<file path="src/rtl/pipe_pkg.sv">
// pipe_pkg
//   Shared definitions for the IF->ID pipeline register slice: default payload
//   widths, the payload struct and the occupancy/state encoding.
//   The state encoding doubles as the occupancy count (EMPTY=0, ONE=1, TWO=2).
package pipe_pkg;

   localparam int unsigned DATA_W_DEF = 32;
   localparam int unsigned PC_W_DEF   = 32;

   typedef struct packed {
      logic [DATA_W_DEF-1:0] inst;
      logic [PC_W_DEF-1:0]   pc;
      logic                  stop;
   } pipe_payload_t;

   typedef enum logic [1:0] {
      EMPTY = 2'd0,
      ONE   = 2'd1,
      TWO   = 2'd2
   } pipe_state_e;

endpackage

</file>
<file path="src/rtl/pipe_payload_reg.sv">
// pipe_payload_reg
//   Enable-loaded payload register with asynchronous active-low reset to zero.
//   Ports:
//     clk    - rising-edge clock
//     rstn   - asynchronous active-low reset (clears the held value)
//     load_i - capture d_i on the next rising edge
//     d_i    - value to capture
//     q_o    - held value
module pipe_payload_reg
   import pipe_pkg::*;
#(
   parameter int unsigned W = DATA_W_DEF + PC_W_DEF + 1
) (
   input  logic         clk,
   input  logic         rstn,
   input  logic         load_i,
   input  logic [W-1:0] d_i,
   output logic [W-1:0] q_o
);

   logic [W-1:0] data_d, data_q;

   always_comb begin
      data_d = load_i ? d_i : data_q;
   end

   always_ff @(posedge clk or negedge rstn) begin
      if (!rstn) begin
         data_q <= '0;
      end else begin
         data_q <= data_d;
      end
   end

   assign q_o = data_q;

endmodule

</file>
<file path="src/rtl/pipe_skid_reg.sv">
// pipe_skid_reg
//   Valid/ready pipeline register between IF and ID.
//   Build option: define PIPE_SKID_EN for the two-entry skid version, in which
//   in_ready is a flop (no combinational path from out_ready). Without it the
//   block is a single register with in_ready = !out_valid || out_ready.
//   Ports:
//     clk, rstn                  - clock, asynchronous active-low reset
//     flush_in                   - synchronous flush, drops all held entries
//     in_valid/in_ready          - upstream handshake
//     in_inst/in_pc/in_stop      - upstream payload
//     out_valid/out_ready        - downstream handshake
//     out_inst/out_pc/out_stop   - payload, always sourced from the main entry
//     occupancy                  - number of held entries
module pipe_skid_reg
   import pipe_pkg::*;
#(
   parameter int unsigned DATA_W = DATA_W_DEF,
   parameter int unsigned PC_W   = PC_W_DEF
) (
   input  logic              clk,
   input  logic              rstn,
   input  logic              flush_in,
   input  logic              in_valid,
   output logic              in_ready,
   input  logic [DATA_W-1:0] in_inst,
   input  logic [PC_W-1:0]   in_pc,
   input  logic              in_stop,
   output logic              out_valid,
   input  logic              out_ready,
   output logic [DATA_W-1:0] out_inst,
   output logic [PC_W-1:0]   out_pc,
   output logic              out_stop,
   output logic [1:0]        occupancy
);

   localparam int unsigned PAY_W = DATA_W + PC_W + 1;

   localparam logic [1:0] ST_EMPTY = EMPTY;
   localparam logic [1:0] ST_ONE   = ONE;
   localparam logic [1:0] ST_TWO   = TWO;

   logic [1:0]       state_d, state_q;
   logic             accept, drain;
   logic             main_load;
   logic [PAY_W-1:0] in_pay, main_d, main_q;

   assign in_pay    = {in_inst, in_pc, in_stop};
   assign out_valid = (state_q != ST_EMPTY);
   assign accept    = in_valid && in_ready;
   assign drain     = out_valid && out_ready;
   assign occupancy = state_q;
   assign {out_inst, out_pc, out_stop} = main_q;

`ifdef PIPE_SKID_EN

   logic             skid_load;
   logic [PAY_W-1:0] skid_q;
   logic             in_ready_d, in_ready_q;

   // Flush only changes the state; payload registers keep their old contents.
   always_comb begin
      state_d   = state_q;
      main_load = 1'b0;
      main_d    = in_pay;
      skid_load = 1'b0;
      if (flush_in) begin
         state_d = ST_EMPTY;
      end else begin
         case (state_q)
            ST_EMPTY: begin
               if (accept) begin
                  main_load = 1'b1;
                  state_d   = ST_ONE;
               end
            end
            ST_ONE: begin
               if (accept && drain) begin
                  main_load = 1'b1;
               end else if (accept) begin
                  skid_load = 1'b1;
                  state_d   = ST_TWO;
               end else if (drain) begin
                  state_d = ST_EMPTY;
               end
            end
            ST_TWO: begin
               // in_ready is low here, so only a drain can happen.
               if (drain) begin
                  main_load = 1'b1;
                  main_d    = skid_q;
                  state_d   = ST_ONE;
               end
            end
            default: state_d = ST_EMPTY;
         endcase
      end
      // Registered ready tracks the next state so it is valid the cycle it matters.
      in_ready_d = (state_d != ST_TWO);
   end

   always_ff @(posedge clk or negedge rstn) begin
      if (!rstn) begin
         in_ready_q <= 1'b1;
      end else begin
         in_ready_q <= in_ready_d;
      end
   end

   assign in_ready = in_ready_q;

   pipe_payload_reg #(
      .W (PAY_W)
   ) u_skid_reg (
      .clk    (clk),
      .rstn   (rstn),
      .load_i (skid_load),
      .d_i    (in_pay),
      .q_o    (skid_q)
   );

`else

   assign in_ready = !out_valid || out_ready;

   always_comb begin
      state_d   = state_q;
      main_load = 1'b0;
      main_d    = in_pay;
      if (flush_in) begin
         state_d = ST_EMPTY;
      end else begin
         case (state_q)
            ST_EMPTY: begin
               if (accept) begin
                  main_load = 1'b1;
                  state_d   = ST_ONE;
               end
            end
            ST_ONE: begin
               // An accept while full implies out_ready, i.e. a simultaneous drain.
               if (accept) begin
                  main_load = 1'b1;
               end else if (drain) begin
                  state_d = ST_EMPTY;
               end
            end
            default: state_d = ST_EMPTY;
         endcase
      end
   end

`endif

   always_ff @(posedge clk or negedge rstn) begin
      if (!rstn) begin
         state_q <= ST_EMPTY;
      end else begin
         state_q <= state_d;
      end
   end

   pipe_payload_reg #(
      .W (PAY_W)
   ) u_main_reg (
      .clk    (clk),
      .rstn   (rstn),
      .load_i (main_load),
      .d_i    (main_d),
      .q_o    (main_q)
   );

endmodule

</file>
<file path="config.mk">
export PLATFORM = sky130hd
export DESIGN_NAME = pipe_skid_reg
export DESIGN_NICKNAME = d
export VERILOG_FILES = /design/src/rtl/pipe_pkg.sv /design/src/rtl/pipe_payload_reg.sv /design/src/rtl/pipe_skid_reg.sv
export SDC_FILE = /design/constraint.sdc
export NUM_CORES = 1
export LEC_CHECK = 0
export BUFFER_PORTS_ARGS = -buffer_cell sky130_fd_sc_hd__buf_4
export CAP_MARGIN = 30
export CELL_PAD_IN_SITES_DETAIL_PLACEMENT = 0
export CELL_PAD_IN_SITES_GLOBAL_PLACEMENT = 2
export CORE_MARGIN = 1
export CORE_UTILIZATION = 30
export DETAILED_ROUTE_END_ITERATION = 6
export GPL_TIMING_DRIVEN = 1
export PLACE_DENSITY_LB_ADDON = 0.1
export SLEW_MARGIN = 20
export SYNTH_ARGS = -nofsm -noshare
export SYNTH_HDL_FRONTEND = slang
export SYNTH_SLANG_ARGS = --single-unit
</file>
<file path="constraint.sdc">
create_clock -name clk -period 1.7 [get_ports clk]
set_input_delay 0.255 -clock clk [delete_from_list [all_inputs] [get_ports clk]]
set_output_delay 0.255 -clock clk [all_outputs]
set_load 0.05 [all_outputs]
</file>
==> reports/metrics.yaml, run 1 <==
grt_pass1_vias: 1891
critPathKind: "flop to flop"
synth.distinct_cells: 12
peakVddDrop_uv: 576.6
period_share_pct: 94.37
drc: 22
synth_fp_nets: 216
violations: "design-rule violations"
synthMuxAreaShare_pct: 33.52
ys_seq_area_share_pct: 60.19
clock.fmax_mhz: 623.3
r2r-start: "occupancy[0]"
rsz0062_at_grt: "false"
cp.arrival_ns: 1.82
timing.hold.ws_ns: 0.1116
seq_area_um2: 1653
tns_ns: 0
min_from: "flush_in"
setup_viol: 0
initial_core_util_pct: 31.16
wire_per_inst_um: 14.94
antenna_cells: 0
placed_cell_area_um2: 3871
cts_tree: "yes"
dp_hpwl_um: 4253
cts_buffer_depth: 2
worst-path-buf-inv: 1
cts.htree.levels: 3
crit_family: "flip-flops"
yosysWarnings: 0
synth_cells: 146
final_area_um2: 4100
drtIter0Drc: 56
crit_slowest_cell: "dfrtp_2"
fp.coreArea_um2: 8806
syn_area_per_cell_um2: 18.79
worstSetupStartpointType: "flop"
ant_nets: 0
nNetsFinal: 361
synthSimpleGateAreaFrac_pct: 1.231
path_clk_slew_ns: 0.07
pwr_density_cell_nw_per_um2: 1342
final_cell_mix: "138 x buf_4, 65 x dfrtp_1, 50 x mux2_4, 15 x mux2_2, 9 x clkbuf_8"
overflow: 0
final_common_cell: "buf_4"
cp-startpoint: "occupancy[0]"
numCtsBuffers: 9
viasPerCell: 4.238
cpPeakStageDelay_ns: 0.43
path_max_fanout: 38
cp-end-kind: "flop"
hold_violations: 0
root_buffer: "clkbuf_8"
routed_wl_um: 6037
syn_area_um2: 2744
rows: 34
cp_data_required_time_ns: 1.91
grt_antenna_before_repair: 0
grt_max_degree: 39
dieHeight_um: 97.64
die_area_um2: 9533
min_path_type: "primary input to flop"
insertion_delay_ns: 0.33
fill_cells: 808
synth-adder-area-share_pct: 0
path_cells: "nor2b_4, nor3b_4, buf_12, mux2_2"
die_w_um: 97.64
slew_violations: 0
synth_top_family_by_area: "multiplexers"
gp_congestion: 0.6799
status: "finished, violations left"
io_pins: 139
synth_compound_area_share_pct: 0
vias: 1712
p_leak_nw: 2.035
final.setup_skew_ns: 0.01054
grtUsageTotal_pct: 13.69
maxCapViolations: 0
cts_resized: 0
multiInputGateArea_um2: 963.4
portBuffers: 137
ys_ff_latch: 66
firstDrtPassIters: 6
drive_above_1_share_pct: 76.01
grt_pass1_wl_um: 9949
layout-area-overhead-vs-synth_pct: 49.43
cts_sinks: 66
synth-xor-area-share_pct: 0
period_minus_slack_ns: 1.604
## flip-flops by register name, summed over array words and instances (netlist names)
| name | cells |
|---|---|
| u_main_reg.q_o | 65 |
| occupancy | 1 |
## final cells by class
type | instances | share of cell area, %
flip-flops and latches | 66 | 40.31
repair buffers | 143 | 27.46
multi-input cells | 70 | 23.50
well taps | 108 | 3.296
clock buffers | 10 | 3.113
clock inverters | 6 | 2.228
inverters | 1 | 0.09155
## power by group
part | switching [mW] | internal, mW | total [mW]
Sequential | 0.146 | 1.84 | 1.98
Combinational | 1.27 | 0.799 | 2.07
Clock | 0.622 | 0.832 | 1.45
Total | 2.04 | 3.47 | 5.50
## synth_stat cells
| master | number | area (um2) |
|---|---|---|
| buf_12 | 5 | 100.1 |
| buf_2 | 1 | 5.000 |
| buf_4 | 2 | 15.01 |
| buf_6 | 1 | 11.26 |
| conb_1 | 1 | 3.750 |
| dfrtp_1 | 66 | 1652 |
| inv_1 | 1 | 3.750 |
| mux2_2 | 15 | 168.9 |
| mux2_4 | 50 | 750.7 |
| nor2_1 | 2 | 7.510 |
| nor2b_4 | 1 | 13.76 |
| nor3b_2 | 1 | 12.51 |
## final timing paths
check | cells past startpoint | slack, ns | end
max in group asynchronous | 3 | 0.75 | u_main_reg.q_o[48]
max reg2reg | 4 | 0.1 | u_main_reg.q_o[57]
min in group asynchronous | 2 | 0.41 | u_main_reg.q_o[17]
max | 4 | 0.1 | u_main_reg.q_o[57]
min reg2reg | 1 | 0.51 | u_main_reg.q_o[11]
min | 2 | 0.11 | occupancy[0]
## routing by layer
| metal | routed length (um) | global-route usage, % | vias to the layer above |
|---|---|---|---|
| met4 | 92 | 4.312 | 0 |
| met1 | 2572 | 16.76 | 832 |
| met2 | 2851 | 21.44 | 78 |
| met3 | 520 | 6.259 | 9 |
| li1 | - | - | 793 |
| met5 | 0 | 0 | - |
## per-stage QoR
stage	cells	power [mW]	utilization, %	setup WS (ns)
global route	404	5.746	46.56	0.02395
floorplan	146	3.413	-	0.07715
finish	404	5.503	46.56	0.09568
global placement	387	4.089	43.96	0.1205
detailed placement	387	4.091	43.96	0.1007
CTS	404	5.594	46.56	0.08168
## cell families (layout without fill, tap and decap cells)
logic type             Yosys count  count (layout)
DFF                             66              66
muxes                           65              65
buffers and inverters           10             160
and+or+nand+nor                  4               4
other                            1               1
## what timing repair did
item	in CTS	in global routing
endpoints found under the hold margin	31	0
setup buffers	0	0
hold buffers	1	0
Note: power is estimated with default switching activity, not from simulation.
==> inputs of run 2 (changes only) <==
--- a/config.mk
+++ b/config.mk
@@ -5,12 +5,13 @@
 export SDC_FILE = /design/constraint.sdc
 export NUM_CORES = 1
 export LEC_CHECK = 0
+export ABC_AREA = 1
 export BUFFER_PORTS_ARGS = -buffer_cell sky130_fd_sc_hd__buf_4
 export CAP_MARGIN = 30
 export CELL_PAD_IN_SITES_DETAIL_PLACEMENT = 0
 export CELL_PAD_IN_SITES_GLOBAL_PLACEMENT = 2
 export CORE_MARGIN = 1
-export CORE_UTILIZATION = 30
+export CORE_UTILIZATION = 25
 export DETAILED_ROUTE_END_ITERATION = 6
 export GPL_TIMING_DRIVEN = 1
 export PLACE_DENSITY_LB_ADDON = 0.1
==> run 2 against run 1 <==
The run now ends clean. Non-clock buffer count increased by 4. Worst setup slack improved by 0.22 ns. Combinational power decreased by 18%. Final cell count increased by 40%. Final area about the same. Clock skew decreased by 0.0034 ns. Routed wire length increased by 28%. Via count increased by 39%. Global-route usage increased by 0.85 points. First-iteration DRC count increased by 36%. Critical path type is now flop to primary output. Largest power group is now registers.
==> reports/metrics.yaml, run 2 <==
p_total_mw: 5.370
period_share_pct: 81.18
synth_most_common_cell: "nand2_1"
firstDrtPassIters: 4
synth_ff_type: "dfrtp_1"
dr_wl_met2_um: 3689
overflow: 0
final_cell_mix: "142 x buf_4, 130 x nand2_1, 66 x dfrtp_1, 65 x nand3_1, 9 x clkbuf_8"
clock.fmax_mhz: 724.6
ys_async_sr_fraction_pct: 100.0
cts_tree: "yes"
dp_hpwl_um: 5246
hold_violations: 0
path_max_fanout: 4
hold_end: "occupancy[0]"
dieHeight_um: 105.4
fill_cells: 1061
grt_pass1_wl_um: 12450
synth_cells: 291
status: "completed"
top_layer: "met4"
r2r-start: "occupancy[0]"
reg2reg_to: "u_main_reg.q_o[63]"
routed_wl_um: 7752
drtIter0Drc: 76
peakVddDrop_uv: 569.5
insertion_delay_ns: 0.33
grt_antenna_before_repair: 0
final.setup_skew_ns: 0.007138
setup_viol: 0
final_common_cell: "buf_4"
min_path_type: "primary input to flop"
synth_common_cells: "131 x nand2_1, 66 x dfrtp_1, 65 x nand3_1"
rsz0062_at_grt: "false"
reg2reg_slack_ns: 0.56
grt_max_degree: 44
cts_buffer_depth: 2
path_clk_slew_ns: 0.07
slew_violations: 0
place_ws_ns: 0.4799
netlist.area_leader.share_pct: 61.80
ys_seq_area_share_pct: 61.80
yosysWarnings: 0
synth-edff-count: 0
largest_reg_flops: 65
rows: 37
portBuffers: 137
cp.arrival_ns: 1.13
synthTopCellsByArea: "dfrtp_1 62%, nand2_1 18%, nand3_1 12%, buf_4 4.2%, buf_6 1.3%"
multiInputGateArea_um2: 845.8
syn_area_per_cell_um2: 9.184
gp_congestion: 0.6610
io_pins: 139
cts.htree.levels: 3
wire_per_inst_um: 13.67
worstSetupStartpointType: "flop"
seq_area_um2: 1652
syn_area_um2: 2673
period_minus_slack_ns: 1.380
root_buffer: "clkbuf_8"
antenna_cells: 0
tns_ns: 0
wl_met1_um: 3430
fp.coreArea_um2: 10320
layout-area-overhead-vs-synth_pct: 53.28
layout_setup_ws_ns: 0.3199
cp-end-kind: "primary output"
vias: 2386
pwr_density_cell_nw_per_um2: 1311
timing.hold.ws_ns: 0.08819
nNetsFinal: 496
ys_ff_latch: 66
die_area_um2: 11110
synth_fp_nets: 361
cp_data_required_time_ns: 1.44
cts_sinks: 66
r2r_cells: 4
min_from: "flush_in"
critPathKind: "flop to primary output"
numCtsBuffers: 9
ant_nets: 0
maxCapViolations: 0
initial_core_util_pct: 25.89
drc: 0
synth.distinct_cells: 13
die_w_um: 105.4
drive_above_1_share_pct: 38.52
viasPerCell: 4.208
grt_pass1_vias: 2363
final_util_pct: 39.68
p_leak_nw: 2.257
wl_met3_um: 578
min_path_cells: 2
grtUsageTotal_pct: 14.54
synth_top_cell_by_area: "dfrtp_1"
run 2: repair_timing:
action	4_1_cts	5_1_grt
buffers inserted	0	0
hold buffers	1	0
resized for setup	0	0
endpoints found under the hold margin	28	0
run 2: routing by layer:
layer  global-route usage (%)  up-vias
li1                         -     1191
met1                    18.21     1112
met2                    23.31       79
met3                    5.813        4
met4                    3.622        0
met5                        0        -
run 2: cells by family (layout without fill, tap and decap cells):
kind of cell	after synthesis	count (layout)	synth area share [%]
compound gates	1	1	0.1871
buf+inv	25	165	6.648
simple gates	198	198	31.23
flops	66	66	61.80
other cells	1	1	0.1403
run 2: how the worst max path moves through the flow:
stage / startpoint / end / slack, ns / cells after the start
CTS: occupancy[0] / in_ready / 0.30 / 2
floorplan: occupancy[0] / u_main_reg.q_o[16] / 0.36 / 5
detailed placement: flush_in / u_main_reg.q_o[50] / 0.48 / 5
global route: occupancy[0] / in_ready / 0.26 / 2
global placement: flush_in / u_main_reg.q_o[50] / 0.50 / 5
finish: occupancy[0] / in_ready / 0.32 / 2
run 2: per-stage QoR:
| step | cell area [um2] | std cells |
|---|---|---|
| after detailed placement | 3821 | 550 |
| after global placement | 3821 | 550 |
| after floorplan | 2673 | 291 |
| after CTS | 4096 | 567 |
| final | 4096 | 567 |
| after global routing | 4096 | 567 |
run 2: cell type report:
cell class	instances	share of cell area, %
Clock buffer	9	3.024
Clock inverter	7	3.451
Inverter	2	0.1833
Multi-Input combinational cell	200	20.65
Sequential cell	66	40.32
Tap cell	136	4.154
Timing Repair Buffer	147	28.22
run 2: worst max-delay path: stages (launching register included):
cell and delay [ns]:
dfrtp_1 0.42, nand2_2 0.15, buf_4 0.22
run 2: power by group:
group | total (mW) | internal (mW) | switching [mW]
clock | 1.75 | 1.12 | 0.625
sequential | 1.92 | 1.80 | 0.129
combinational | 1.70 | 0.519 | 1.18
total | 5.37 | 3.44 | 1.93
